`src/rtl/pll_rst_ctrl.sv`:
```
// PLL lock qualifier and staggered reset sequencer.
// Runs on the free-running board clock; all outputs are registered.
module pll_rst_ctrl #(
    parameter int N_DOM       = 3,
    parameter int STABLE_CYC  = 1024,
    parameter int STAGGER_CYC = 16,
    parameter int TIMEOUT_CYC = 1000000,
    parameter int PLL_RST_CYC = 64,
    parameter int CNT_W       = 8
) (
    input  logic             clk,
    input  logic             rst_n,
    input  logic             pll_lock,
    output logic             pll_rst,
    output logic [N_DOM-1:0] sys_rst_n,
    output logic             sys_ready,
    output logic [CNT_W-1:0] lock_loss_cnt,
    output logic [3:0]       retry_cnt
);

    localparam int MAX_AB =
        (TIMEOUT_CYC > STABLE_CYC) ? TIMEOUT_CYC : STABLE_CYC;
    localparam int MAX_CD =
        (STAGGER_CYC > PLL_RST_CYC) ? STAGGER_CYC : PLL_RST_CYC;
    localparam int MAX_CYC = (MAX_AB > MAX_CD) ? MAX_AB : MAX_CD;
    localparam int CW = $clog2(MAX_CYC) + 1;

    localparam logic [CW-1:0] TO_LAST  = CW'(TIMEOUT_CYC - 1);
    localparam logic [CW-1:0] ST_LAST  = CW'(STABLE_CYC - 2);
    localparam logic [CW-1:0] SG_LAST  = CW'(STAGGER_CYC - 1);
    localparam logic [CW-1:0] PR_LAST  = CW'(PLL_RST_CYC - 1);

    typedef enum logic [2:0] {
        WAIT_LOCK,
        PLL_RST,
        STABLE,
        RELEASE,
        RUN
    } state_t;

    state_t           state_q, state_d;
    logic [CW-1:0]    cnt_q, cnt_d;
    logic             sync1_q, lock_s;
    logic             pll_rst_d;
    logic [N_DOM-1:0] rst_d, rel_next;
    logic             ready_d;
    logic [CNT_W-1:0] loss_d;
    logic [3:0]       retry_d;

    always_ff @(posedge clk or negedge rst_n) begin
        if (!rst_n) begin
            sync1_q <= 1'b0;
            lock_s  <= 1'b0;
        end else begin
            sync1_q <= pll_lock;
            lock_s  <= sync1_q;
        end
    end

    // Next release pattern: one more low-order bit set, never out of order.
    assign rel_next = (sys_rst_n << 1) | N_DOM'(1);

    always_comb begin
        state_d   = state_q;
        cnt_d     = cnt_q;
        pll_rst_d = pll_rst;
        rst_d     = sys_rst_n;
        ready_d   = sys_ready;
        loss_d    = lock_loss_cnt;
        retry_d   = retry_cnt;
        unique case (state_q)
            WAIT_LOCK: begin
                if (lock_s) begin
                    state_d = STABLE;
                    cnt_d   = '0;
                end else if (cnt_q == TO_LAST) begin
                    state_d   = PLL_RST;
                    cnt_d     = '0;
                    pll_rst_d = 1'b1;
                    if (retry_cnt != 4'hf)
                        retry_d = retry_cnt + 4'd1;
                end else begin
                    cnt_d = cnt_q + CW'(1);
                end
            end
            PLL_RST: begin
                if (cnt_q == PR_LAST) begin
                    state_d   = WAIT_LOCK;
                    cnt_d     = '0;
                    pll_rst_d = 1'b0;
                end else begin
                    cnt_d = cnt_q + CW'(1);
                end
            end
            STABLE: begin
                // The entry edge already counts as the first stable sample.
                if (!lock_s) begin
                    state_d = WAIT_LOCK;
                    cnt_d   = '0;
                end else if (cnt_q == ST_LAST) begin
                    rst_d = rel_next;
                    cnt_d = '0;
                    if (&rel_next) begin
                        ready_d = 1'b1;
                        state_d = RUN;
                    end else begin
                        state_d = RELEASE;
                    end
                end else begin
                    cnt_d = cnt_q + CW'(1);
                end
            end
            RELEASE: begin
                if (!lock_s) begin
                    state_d = WAIT_LOCK;
                    cnt_d   = '0;
                    rst_d   = '0;
                end else if (cnt_q == SG_LAST) begin
                    rst_d = rel_next;
                    cnt_d = '0;
                    if (&rel_next) begin
                        ready_d = 1'b1;
                        state_d = RUN;
                    end
                end else begin
                    cnt_d = cnt_q + CW'(1);
                end
            end
            RUN: begin
                if (!lock_s) begin
                    state_d = WAIT_LOCK;
                    cnt_d   = '0;
                    rst_d   = '0;
                    ready_d = 1'b0;
                    if (lock_loss_cnt != '1)
                        loss_d = lock_loss_cnt + CNT_W'(1);
                end
            end
            default: begin
                state_d   = WAIT_LOCK;
                cnt_d     = '0;
                rst_d     = '0;
                ready_d   = 1'b0;
                pll_rst_d = 1'b0;
            end
        endcase
    end

    always_ff @(posedge clk or negedge rst_n) begin
        if (!rst_n) begin
            state_q       <= WAIT_LOCK;
            cnt_q         <= '0;
            pll_rst       <= 1'b0;
            sys_rst_n     <= '0;
            sys_ready     <= 1'b0;
            lock_loss_cnt <= '0;
            retry_cnt     <= '0;
        end else begin
            state_q       <= state_d;
            cnt_q         <= cnt_d;
            pll_rst       <= pll_rst_d;
            sys_rst_n     <= rst_d;
            sys_ready     <= ready_d;
            lock_loss_cnt <= loss_d;
            retry_cnt     <= retry_d;
        end
    end

endmodule

```
`config.mk`:
```
export PLATFORM = sky130hd
export DESIGN_NAME = pll_rst_ctrl
export DESIGN_NICKNAME = d
export VERILOG_FILES = /design/src/rtl/pll_rst_ctrl.sv
export SDC_FILE = /design/constraint.sdc
export NUM_CORES = 1
export LEC_CHECK = 0
export BUFFER_PORTS_ARGS = -buffer_cell sky130_fd_sc_hd__buf_2
export CAP_MARGIN = 5
export CORE_ASPECT_RATIO = 0.9
export CORE_MARGIN = 1.5
export CORE_UTILIZATION = 25
export DETAILED_ROUTE_END_ITERATION = 16
export HOLD_SLACK_MARGIN = 0.1
export REMOVE_ABC_BUFFERS = 1
export SETUP_SLACK_MARGIN = 0.2
export SYNTH_ARGS = -nofsm -noshare
export SYNTH_HDL_FRONTEND = slang
export SYNTH_SLANG_ARGS = --single-unit
export TNS_END_PERCENT = 30
```
`constraint.sdc`:
```
create_clock -name clk -period 2.4 [get_ports clk]
set_input_delay 0.12 -clock clk [delete_from_list [all_inputs] [get_ports clk]]
set_output_delay 0.12 -clock clk [all_outputs]
set_load 0.05 [all_outputs]
```
==> flow_metrics.env <==
export IMPL_outcome="completed"
export IMPL_nNetsFinal=334
export IMPL_path_cells="or4_4 > nor3_2 > nand4bb_1 > a211oi_2 > and2b_1 > mux2_2"
export IMPL_synthDistinctLibCells=45
export IMPL_grt_max_degree=44
export IMPL_max_cap_viol_count=0
export IMPL_cts_num_sinks=43
export IMPL_antenna_found_initial=0
export IMPL_dp_hpwl_mm=3.96
export IMPL_async_flop_share_pct=100
export IMPL_syn_area_mm2=0.00241
export IMPL_min_period_over_period_pct=93.3
export IMPL_die_h_um=96.2
export IMPL_synth_ff_type="dfrtp_1"
export IMPL_drc=0
export IMPL_grt_first_pass_wirelength_mm=9.64
export IMPL_final_cells=450
export IMPL_final_area_mm2=0.00309
export IMPL_fmax_mhz=446
export IMPL_slowest_stage="or4_4"
export IMPL_rows=33
export IMPL_wl_mm=6.04
export IMPL_relSlewSlack_pct=33.4
export IMPL_die_area_mm2=0.0102
export IMPL_cts_clk_slew_worst_paths_ns=0.09
export IMPL_synth_edff_count=0
export IMPL_dr_pass1_iters=5
export IMPL_drive_gt1_share_pct=26.2
export IMPL_yosysWarningCount=0
export IMPL_path_buf_inv=0
export IMPL_min_path_cells=0
export IMPL_io_pins=20
export IMPL_port_buffers=19
export IMPL_ys_ff_latch=43
export IMPL_path_class="reg -> reg"
export IMPL_overflow=0
export IMPL_swShare_pct=38.6
export IMPL_synth_seq_area_share_pct=44.6
export IMPL_skew_ns=0.0132
export IMPL_setup_violations_final=0
export IMPL_arrival_ns=2.44
export IMPL_clk_latency_ns=0.31
export IMPL_tightest_slew_ns=0.999
export IMPL_viasPerCell=4.76
export IMPL_grt_setup_unrepaired="yes"
export IMPL_combPwrFrac_pct=35.6
export IMPL_period_minus_slack_ns=2.24
export IMPL_finalHoldViolations=0
export IMPL_slowest_delay_ns=0.57
export IMPL_p_clk_share_pct=25.2
export IMPL_r2r_slack_ns=0.16
export IMPL_total_power_mw=2.33
export IMPL_synthCells=279
export IMPL_most_common_layout_cells="nand2_1 (55), dfrtp_1 (41), buf_4 (32)"
export IMPL_critical_path_top_delay_family="simple AND/OR/NAND/NOR gates"
export IMPL_ff2ff_path_depth=6
export IMPL_place_area_mm2=0.00279
export IMPL_areaGrowthSynthToFinish_pct=28.0
export IMPL_die_x_um=107
export IMPL_drv_slew=0
export IMPL_clockBufferDepth=2
export IMPL_cts_buffers=5
export IMPL_irDropWorstVdd_mv=0.396
export IMPL_coreArea_mm2=0.00925
export IMPL_postRouteAntennaNets=0
export IMPL_globalplace_congestion=0.841
export IMPL_htree_levels=2
export IMPL_leakage_nw=1.50
export IMPL_grt_pass1_vias=1978
export IMPL_dpl_cell_count=430
export IMPL_cp_max_fo=2
export IMPL_crit_path_start_kind="flop"
export IMPL_start_util_pct=26.1
export IMPL_cp_end_kind="flop"
export IMPL_cts_tree="built"
export IMPL_worstHoldPathType="reg -> reg"
export IMPL_first_iter_violations=114
export IMPL_required_ns=2.60
export IMPL_grt_usage_pct=11.9
export IMPL_cp_num_cells=6
export IMPL_syn_avg_cell_area_um2=8.65
export IMPL_p_int_mw=1.43
export IMPL_n_antenna_cell=0
export IMPL_root_buffer="clkbuf_8"
export IMPL_p_switching_uw=900
export IMPL_pwr_share_seq_pct=39.2
export IMPL_final_common_cell="nand2_1"
export IMPL_wl_per_cell_um=13.4
export IMPL_p_per_area_mw_per_mm2=755
export IMPL_dr_total_vias=2140
[path summary, 6_finish.rpt]
path / start / end
max: cnt_q[19] / sys_rst_n[0]
min reg2reg: sync1_q / lock_s
min in group asynchronous: rst_n / cnt_q[13]
max in group asynchronous: rst_n / cnt_q[0]
max reg2reg: cnt_q[19] / sys_rst_n[0]
min: sync1_q / lock_s
[final cells by class]
cell class / count / area [µm²]
Fill cell: 988 / 6160
Multi-Input combinational cell: 213 / 1320
Sequential cell: 43 / 1080
Timing Repair Buffer: 56 / 393
Tap cell: 122 / 153
Clock buffer: 5 / 68.8
Clock inverter: 3 / 43.8
Inverter: 8 / 30.0
[sequential cells by signal, summed over array words and instances, names as in the netlist]
name / cells
cnt_q: 21
lock_loss_cnt: 8
lock_s: 1
pll_rst: 1
retry_cnt: 4
state_q: 3
sync1_q: 1
sys_ready: 1
sys_rst_n: 3
[worst reg2reg max path: stages (launching register included)]
cell	delay (ns)
dfrtp_1	0.39
or4_4	0.57
nor3_2	0.12
nand4bb_1	0.23
a211oi_2	0.31
and2b_1	0.20
mux2_2	0.33
[what timing repair did]
| action | 4_1_cts | 5_1_grt |
|---|---|---|
| hold buffers | 2 | 0 |
| resized for setup | 8 | 13 |
| pin swaps | 5 | 4 |
| hold endpoints to repair | 44 | 0 |
| setup buffers | 8 | 2 |
| gates cloned | 0 | 0 |
| setup endpoints to repair | 28 | 29 |
[layer usage]
metal | vias to the layer above | wire, µm | GRT usage, %
li1 | 1082 | - | -
met1 | 1015 | 2920 | 15.9
met2 | 36 | 2860 | 20.0
met3 | 7 | 199 | 2.44
met4 | 0 | 63 | 2.78
met5 | - | 0 | 0
[power by group through the flow]
stage	registers (mW)	clock network [mW]	logic, mW
finish	0.913	0.589	0.830
global route	0.930	0.639	0.903
CTS	0.908	0.605	0.764
detailed placement	0.922	0	0.681
global placement	0.919	0	0.676
floorplan	1.01	0	0.338
[cells by family after synthesis]
| logic type | after synthesis | synth area share (%) |
|---|---|---|
| simple gates | 143 | 29.4 |
| compound gates | 50 | 13.9 |
| flops | 43 | 44.6 |
| buf+inv | 23 | 3.79 |
| xor+xnor | 10 | 3.63 |
| mux | 6 | 2.65 |
| fa+ha+maj | 4 | 2.07 |
[cell usage after synthesis (all sizes together), types with 3 or more instances]
master,count,share of area (%)
nor2,23,3.6
a31oi,5,1.3
nand2,55,8.6
nand4,8,2.1
nor4,3,1.4
o21a,6,1.9
o21ai,7,1.5
mux2,3,1.4
nand3,13,2.7
buf,3,0.62
or4,5,1.9
inv,8,1.2
nor2b,4,1.0
and2,8,2.1
o22ai,15,3.9
o211ai,3,0.93
or3,4,1.0
clkbuf,12,1.9
dfrtp,43,45
xor2,4,1.5
xnor2,6,2.2
nor3,12,2.5
a21oi,4,0.83
mux2i,3,1.2
ha,4,2.1
[metrics by stage]
stage / worst slack [ns] / TNS, ns / utilization (%) / hold slack [ns]
6_report: 0.160 / 0 / 33.4 / 0.364
5_1_grt: 0.0630 / 0 / 33.4 / 0.374
4_1_cts: 0.185 / 0 / 32.6 / 0.362
3_5_place_dp: -0.0498 / -0.186 / 30.1 / 0.231
3_3_place_gp: 0.0387 / 0 / 30.1 / 0.234
2_1_floorplan: 0.0231 / 0 / - / -0.176
Power figures use the tool's default switching activity.
